$ cat src/rtl/pwm_bank_pkg.sv
// Shared definitions for the PWM bank: mode encoding and time-base phase.
package pwm_bank_pkg;

    localparam logic MODE_EDGE   = 1'b0;
    localparam logic MODE_CENTER = 1'b1;

    typedef enum logic {
        PHASE_UP   = 1'b0,
        PHASE_DOWN = 1'b1
    } phase_e;

endpackage

$ cat src/rtl/pwm_timebase.sv
// Shared PWM time base: up or up/down counter with period start/end decode.
module pwm_timebase
    import pwm_bank_pkg::*;
#(
    parameter int WIDTH = 8
) (
    input  logic             clk,
    input  logic             reset_n,
    input  logic             mode,
    output logic [WIDTH-1:0] counter,
    output logic             period_start,
    output logic             period_end
);

    localparam logic [WIDTH-1:0] CNT_MAX = '1;

    logic [WIDTH-1:0] count_reg, count_next;
    phase_e           phase_reg, phase_next;
    logic             running_reg;

    // The counter holds at zero until the first edge after reset, so that
    // edge opens the first period.
    always_comb begin
        count_next = count_reg;
        phase_next = phase_reg;
        period_end = 1'b0;
        if (running_reg) begin
            if (mode == MODE_CENTER) begin
                if (phase_reg == PHASE_UP) begin
                    if (count_reg == CNT_MAX) begin
                        phase_next = PHASE_DOWN;
                    end else begin
                        count_next = count_reg + WIDTH'(1);
                    end
                end else if (count_reg == '0) begin
                    period_end = 1'b1;
                    phase_next = PHASE_UP;
                end else begin
                    count_next = count_reg - WIDTH'(1);
                end
            end else begin
                count_next = count_reg + WIDTH'(1);
                phase_next = PHASE_UP;
                period_end = (count_reg == CNT_MAX);
            end
        end
    end

    always_ff @(posedge clk or negedge reset_n) begin
        if (!reset_n) begin
            count_reg   <= '0;
            phase_reg   <= PHASE_UP;
            running_reg <= 1'b0;
        end else begin
            count_reg   <= count_next;
            phase_reg   <= phase_next;
            running_reg <= 1'b1;
        end
    end

    assign counter      = count_reg;
    assign period_start = running_reg && (phase_reg == PHASE_UP) && (count_reg == '0);

endmodule

$ cat src/rtl/pwm_bank.sv
// Bank of PWM channels sharing one time base, with shadowed levels and mode
// that are transferred to the active copies only at a period boundary.
module pwm_bank
    import pwm_bank_pkg::*;
#(
    parameter int                  CHANNELS = 3,
    parameter int                  WIDTH    = 8,
    parameter logic [CHANNELS-1:0] INVERT   = '0,
    localparam int                 CHAN_W   = (CHANNELS > 1) ? $clog2(CHANNELS) : 1
) (
    input  logic                clk,
    input  logic                reset_n,
    input  logic                wr_valid,
    output logic                wr_ready,
    input  logic [CHAN_W-1:0]   wr_chan,
    input  logic [WIDTH:0]      wr_level,
    input  logic                mode_in,
    input  logic                commit,
    output logic                pending,
    output logic                period_start,
    output logic [CHANNELS-1:0] out
);

    logic             pending_reg;
    logic             mode_shadow_reg;
    logic             mode_active_reg;
    logic [WIDTH-1:0] counter;
    logic             period_end;
    logic             wr_accept;
    logic             commit_accept;
    logic             transfer;

    assign wr_ready      = !pending_reg;
    assign pending       = pending_reg;
    assign wr_accept     = wr_valid && !pending_reg;
    assign commit_accept = commit && !pending_reg;
    assign transfer      = period_end && pending_reg;

    pwm_timebase #(
        .WIDTH(WIDTH)
    ) u_timebase (
        .clk          (clk),
        .reset_n      (reset_n),
        .mode         (mode_active_reg),
        .counter      (counter),
        .period_start (period_start),
        .period_end   (period_end)
    );

    // A commit landing in the boundary cycle only sets pending; the transfer
    // branch needs pending already high, so it waits one more period.
    always_ff @(posedge clk or negedge reset_n) begin
        if (!reset_n) begin
            pending_reg     <= 1'b0;
            mode_shadow_reg <= MODE_EDGE;
            mode_active_reg <= MODE_EDGE;
        end else if (transfer) begin
            pending_reg     <= 1'b0;
            mode_active_reg <= mode_shadow_reg;
        end else if (commit_accept) begin
            pending_reg     <= 1'b1;
            mode_shadow_reg <= mode_in;
        end
    end

    generate
        for (genvar gi = 0; gi < CHANNELS; gi++) begin : g_chan
            logic [WIDTH:0] shadow_level_reg;
            logic [WIDTH:0] active_level_reg;
            logic           out_reg;

            // Out-of-range channel numbers match no channel and are dropped.
            always_ff @(posedge clk or negedge reset_n) begin
                if (!reset_n) begin
                    shadow_level_reg <= '0;
                    active_level_reg <= '0;
                    out_reg          <= INVERT[gi];
                end else begin
                    if (wr_accept && (wr_chan == CHAN_W'(gi))) begin
                        shadow_level_reg <= wr_level;
                    end
                    if (transfer) begin
                        active_level_reg <= shadow_level_reg;
                    end
                    out_reg <= ({1'b0, counter} < active_level_reg) ^ INVERT[gi];
                end
            end

            assign out[gi] = out_reg;
        end
    endgenerate

endmodule

$ cat config.mk
export PLATFORM = sky130hd
export DESIGN_NAME = pwm_bank
export DESIGN_NICKNAME = d
export VERILOG_FILES = /design/src/rtl/pwm_bank_pkg.sv /design/src/rtl/pwm_timebase.sv /design/src/rtl/pwm_bank.sv
export SDC_FILE = /design/constraint.sdc
export NUM_CORES = 1
export LEC_CHECK = 0
export BUFFER_PORTS_ARGS = -buffer_cell sky130_fd_sc_hd__buf_4
export CORE_MARGIN = 4
export CORE_UTILIZATION = 54
export CTS_CLUSTER_DIAMETER = 80
export DETAILED_ROUTE_END_ITERATION = 10
export PLACE_DENSITY = 0.72
export RECOVER_POWER = 50
export SYNTH_ARGS = -nofsm -noshare
export SYNTH_HDL_FRONTEND = slang
export SYNTH_SLANG_ARGS = --single-unit
$ cat constraint.sdc
create_clock -name clk -period 2.2 [get_ports clk]
set_input_delay 0.44 -clock clk [delete_from_list [all_inputs] [get_ports clk]]
set_output_delay 0.44 -clock clk [all_outputs]
set_load 0.02 [all_outputs]
==> key figures, run 1 <==
Run status
  – Status: finished, violations left
  – Violated checks: max-capacitance violations, max-slew violations

STA
  – # setup viols final: 0
  – Clk_skew: 0.008567 ns
  – Final period util: 96.32%
  – Slew headroom: -3.434%
  – Slew @ Worst Pin: 1.552 ns
  – Final Hold Fails: 0
  – Fin crit period: roughly 2.1 ns
  – Hold Slack: 0.3362 ns
  – Slew Limit Fails: 28
  – Max Freq: 471.9 MHz
  – Final WS setup: slightly above 0.08 ns

Yosys
  – Post-synth EDFFs: 0
  – Number of library cell types mapped by synthesis: 42
  – Area of the mapped netlist: 3435 um2
  – Sequential-to-total area share from yosys stat: 51.00%
  – #FFs+latches synth: 70
  – Main synth FF type: dfrtp_1
  – Synth area leaders: dfrtp_1 51%, mux2_2 16%, ha_1 8.7%
  – Avg Synthesized Cell Area: about 12 um2
  – Syn nets: 320
  – Asr flop ratio synth: 100.0%
  – Cells after synthesis: 280
  – Area leader, netlist: dfrtp_1
  – Syn. warnings: 0
  – Top cell type's share of synthesized area: 51.00%

Setup path
  – RR Startpoint: u_timebase.counter[5]$_DFFE_PN0P_
  – Critical path required time: 2.43 ns
  – CP endpoint kind: flip-flop
  – Critical Path Start: u_timebase.counter[5]$_DFFE_PN0P_
  – Worst Setup Start Kind: flip-flop
  – Worst Path Max Fanout: 14
  – Worst Path Arrival: 2.35 ns
  – Setup CP Type: reg -> reg

Clock network
  – Clock Tree Buf Depth: 2
  – Num Clock Sinks: 70
  – H-tree depth: 3
  – Clock Tree Root: clkbuf_8
  – Hold Buf Count CTS: 0
  – Clk Latency, worst-skew pair: 0.34 ns
  – TritonCTS clock tree: yes
  – Clock Pin Slew Worst Setup and Hold Paths: 0.07 ns
  – Number of CTS-inserted buffers: 9

Finish
  – Commonest non-fill, non-tap cell in the layout: dfrtp_1
  – Final cell count without fillers: 395
  – Design Area, Final: slightly above 4000 um2
  – Most frequent cells in the layout: 69 x dfrtp_1, 49 x mux2_2, 30 x buf_4
  – Final #Nets: about 360
  – Layout area overhead: 18.25%
  – Antenna fix cells: 0
  – Multi-input logic area: approximately 1500 um2
  – Layout fillers: 448
  – Ratio of cells with drive above 1 in the final layout: a little over a third
  – Sequential cell area: 1753 um2

Floorplan
  – Io pins: 22
  – Core Region: 6061 um2
  – Chip Height: between 80 and 90 um
  – Initial Utilization: a little under three fifths
  – Rows: 28
  – Die area: 7700 um2
  – Die X: slightly below 90 um

GRT
  – Global-route wire length before repair: 10850 um
  – Number of global-route vias before repair: roughly 2300
  – Total grt overflow: 0
  – Initial antenna violation count: 0
  – Largest net degree at the start of global routing: 44
  – Tot GR Track Use: 18.75%

Route
  – Pre-Repair DR Iteration Count: 6
  – WL final: ~6600 um
  – Drt initial violations: 110
  – DR vias: 2188
  – Avg Vias per Cell: 5.539
  – Routed WL per cell: 16.66 um
  – Post-route ant nets: 0
  – Post-route DRC violation count: 0

Placement
  – HPWL Detailed: 4511 um
  – DP Worst Slack: 0.1301 ns
  – Placer congestion estimate: between 0.8 and 0.9
  – # port buffers: 21
  – Area of placed instances: 3729 um2
  – Placed Cells: about 380

Hold path
  – Worst hold path type: in -> reg
  – Critical hold path startpoint: commit

Power and ir drop
  – Leakage: slightly below 2 nW
  – VDD IR max: 0.0006381 V
  – PwrDens: 942.4 nW/um2

Flow run
  – Max cap viols: 1
metrics by stage:
step / utilization (%) / setup TNS [ns] / total power, mW
3_3_place_gp: 61.52 / 0 / 2.534
2_1_floorplan: - / 0 / 2.258
5_1_grt: 67.01 / -0.0001399 / 4.063
3_5_place_dp: 61.52 / 0 / 2.579
4_1_cts: 65.61 / 0 / 3.855
6_report: 67.01 / 0 / 3.827
logic make-up (layout without fill, tap and decap cells):
group	after synthesis	count (layout)	share of synthesized area (%)
other	1	1	0.1092
muxes	55	55	18.00
adders and majority gates	24	24	8.743
AOI/OAI and AO/OA	27	27	5.538
xor gates and xnor gates	8	8	2.040
buffers and inverters	38	78	5.319
and+or+nand+nor	57	57	9.253
DFF	70	70	51.00
cell usage after synthesis, types with 3 or more instances:
library cell / count
a21oi_1: 9
buf_4: 4
buf_6: 3
clkbuf_1: 3
dfrtp_1: 70
ha_1: 24
inv_1: 26
mux2_1: 5
mux2_2: 49
nand2_1: 7
nand2b_1: 4
nand3_1: 3
nand4_1: 7
nor2_1: 16
nor2b_1: 4
nor3_1: 5
o21ai_0: 4
xor2_1: 6
timing repair:
action,CTS,global route
resized for setup,0,5
setup endpoints to repair,0,28
buffers inserted,0,1
worst paths after layout:
| check | endpoint | cells past startpoint | slack, ns |
|---|---|---|---|
| min in group asynchronous | u_timebase.phase_reg$_DFFE_PN0P_ | 1 | 0.47 |
| hold / removal | pending$_DFFE_PN0P_ | 3 | 0.34 |
| hold reg to reg | g_chan[2].active_level_reg[6]$_DFFE_PN0P_ | 1 | 0.49 |
| setup / recovery | g_chan[0].active_level_reg[4]$_DFFE_PN0P_ | 7 | 0.08 |
| max in group asynchronous | g_chan[0].shadow_level_reg[7]$_DFFE_PN0P_ | 1 | 0.82 |
| setup reg to reg | g_chan[0].active_level_reg[4]$_DFFE_PN0P_ | 7 | 0.08 |
power breakdown:
| part | internal (mW) | switching [mW] | total, mW |
|---|---|---|---|
| combinational | 0.501 | 0.556 | 1.06 |
| clock | 0.786 | 0.470 | 1.26 |
| sequential | 1.42 | 0.0975 | 1.51 |
| total | 2.70 | 1.12 | 3.83 |
metal layers:
layer  share of wire (%)  up-vias  global-route usage [%]
met5                   0        -                       0
met4                 1.9        0                   8.089
met3                 3.0       10                   4.892
met2                  50       32                   30.21
met1                  45     1102                   23.95
li1                    -     1044                       -
area by class of cell:
type / count / area share [%]
inverters: 26 / 2.403
well taps: 75 / 2.311
clock inverters: 5 / 2.619
flip-flops and latches: 70 / 43.16
multi-input cells: 172 / 37.68
repair buffers: 36 / 8.349
clock buffers: 11 / 3.481
critical path: stages (launching register included):
cell and delay (ns):
dfrtp_1 0.39, nor4_2 0.32, and3_4 0.26, nand2_2 0.08, a211oi_4 0.28, buf_12 0.16
clkbuf_16 0.17, mux2_2 0.34
Power figures use the tool's default switching activity.
==> run 2, diff against run 1 <==
--- a/config.mk
+++ b/config.mk
@@ -5,7 +5,7 @@
 export SDC_FILE = /design/constraint.sdc
 export NUM_CORES = 1
 export LEC_CHECK = 0
-export BUFFER_PORTS_ARGS = -buffer_cell sky130_fd_sc_hd__buf_4
+export BUFFER_PORTS_ARGS = -buffer_cell sky130_fd_sc_hd__buf_2
 export CORE_MARGIN = 4
 export CORE_UTILIZATION = 54
 export CTS_CLUSTER_DIAMETER = 80
==> key figures, run 2 (synthesized netlist as in run 1, its figures left out) <==
STA
  – Fin crit period: 2.104 ns
  – # setup viols final: 0
  – Unrepaired setup endpoints after global routing: false
  – Final TNS setup: 0 ns
  – Clk_skew: 0.005047 ns
  – Slew headroom: ~17%
  – Final period util: 95.64%
  – Hold Slack: 0.3402 ns
  – Slew @ Worst Pin: 1.239 ns
  – Max Freq: 475.3 MHz
  – Slew Limit Fails: 0
  – Final Hold Fails: 0

GRT
  – Global-route wire length before repair: 10800 um
  – Largest net degree at the start of global routing: 38
  – Total grt overflow: 0
  – Tot GR Track Use: 18.54%
  – Initial antenna violation count: 0
  – Number of global-route vias before repair: 2277

Clock network
  – Number of CTS-inserted buffers: 9
  – Num Clock Sinks: 70
  – Clock Pin Slew Worst Setup and Hold Paths: 0.07 ns
  – Clock Tree Root: clkbuf_8
  – Clock Tree Buf Depth: 2
  – H-tree depth: 3
  – Hold Buf Count CTS: 0
  – TritonCTS clock tree: yes
  – Clk Latency, worst-skew pair: 0.34 ns

Placement
  – # port buffers: 21
  – HPWL Detailed: 4519 um
  – Placer congestion estimate: 0.8037

Floorplan
  – Die X: 87.75 um
  – Die area: 7700 um2
  – Rows: 28
  – Core Region: 6061 um2
  – Initial Utilization: 56.67%
  – Chip Height: approximately 88 um
  – Io pins: 22

Run status
  – Status: completed

Setup path
  – Slowest library cell on the worst path: dfrtp_1
  – Crit-path max cell delay: slightly below 0.4 ns
  – Worst Path Max Fanout: 4
  – Worst Path Arrival: between 1.5 and 2 ns
  – Setup CP Type: reg -> out
  – RR Startpoint: u_timebase.counter[4]$_DFFE_PN0P_
  – CP Buf/Inv Count: 1
  – CP cell instances: nor4_2, and3_2, nor3b_2, buf_2
  – Critical Path Start: u_timebase.counter[4]$_DFFE_PN0P_
  – CP top delay family: simple AND/OR/NAND/NOR gates
  – CP endpoint kind: output port
  – Critical path required time: 1.76 ns
  – Worst Setup Start Kind: flip-flop

Power and ir drop
  – PwrDens: 926.2 nW/um2
  – VDD IR max: between 0.0005 and 0.0006 V
  – Leakage: about 1.9 nW

Route
  – Drt initial violations: 90
  – DR vias: 2183
  – Post-route DRC violation count: 0
  – Routed WL per cell: approximately 16 um
  – Post-route ant nets: 0
  – WL final: ~6200 um
  – Avg Vias per Cell: approximately 5.5
  – Pre-Repair DR Iteration Count: 6

Finish
  – Antenna fix cells: 0
  – Layout fillers: ~480
  – Final #Nets: about 360
  – Commonest non-fill, non-tap cell in the layout: dfrtp_1
  – Most frequent cells in the layout: 70 x dfrtp_1, 49 x mux2_2, 26 x inv_1
  – Layout area overhead: 13.70%
  – Ratio of cells with drive above 1 in the final layout: 33.75%

Hold path
  – Worst hold path type: in -> async

Flow run
  – Max cap viols: 0
## run 2: worst register-to-register path, cell delays in order, from the launching register on
cell	delay (ns)
dfrtp_1	0.39
nor4_2	0.30
and3_2	0.27
nand2_2	0.08
a211oi_4	0.29
buf_12	0.23
mux2_2	0.39
## run 2: path summary, 6_finish.rpt
kind	slack [ns]	endpoint	cells after the start
worst max register to register	0.13	g_chan[1].active_level_reg[2]$_DFFE_PN0P_	6
worst max-delay path	0.1	period_start	4
worst min-delay path	0.34	u_timebase.phase_reg$_DFFE_PN0P_	1
min in group clk	0.34	mode_shadow_reg$_DFFE_PN0P_	2
max in group asynchronous	0.71	g_chan[1].active_level_reg[5]$_DFFE_PN0P_	2
worst min register to register	0.49	g_chan[1].active_level_reg[4]$_DFFE_PN0P_	1
## run 2: through the flow
stage / area, um2 / instances / power, mW / utilization [%] / setup WS (ns)
after floorplan: 3435 / 280 / 2.258 / - / 0.02539
after global routing: 3905 / 395 / 3.868 / 64.43 / 0.01184
after detailed placement: 3699 / 379 / 2.581 / 61.02 / 0.1816
after CTS: 3906 / 395 / 3.640 / 64.45 / 0.04293
final: 3905 / 395 / 3.617 / 64.43 / 0.09601
after global placement: 3699 / 379 / 2.538 / 61.02 / 0.2252
## run 2: routing by layer
layer / track usage [%] / wire (um)
met2: 30.07 / 3034
met1: 24.24 / 2870
met4: 8.368 / 130
met3: 3.481 / 207
met5: 0 / 0
## run 2: cell type report
type / instances / area (um2) / share of cell area [%]
Inverter: 26 / 97.59 / 2.499
Clock inverter: 5 / 56.30 / 1.442
Multi-Input combinational cell: 172 / 1518 / 38.87
Timing Repair Buffer: 36 / 236.5 / 6.056
Sequential cell: 70 / 1752 / 44.86
Tap cell: 75 / 93.84 / 2.403
Clock buffer: 11 / 151.4 / 3.877
## run 2: what timing repair did
item,CTS,global route
hold endpoints to repair,0,0
buffers inserted,0,0
setup endpoints to repair,0,1
resized for setup,0,1
## run 2: power breakdown
part	total, mW	switching [mW]	internal [mW]
Sequential	1.49	0.0766	1.41
Clock	1.06	0.473	0.585
Combinational	1.07	0.581	0.486
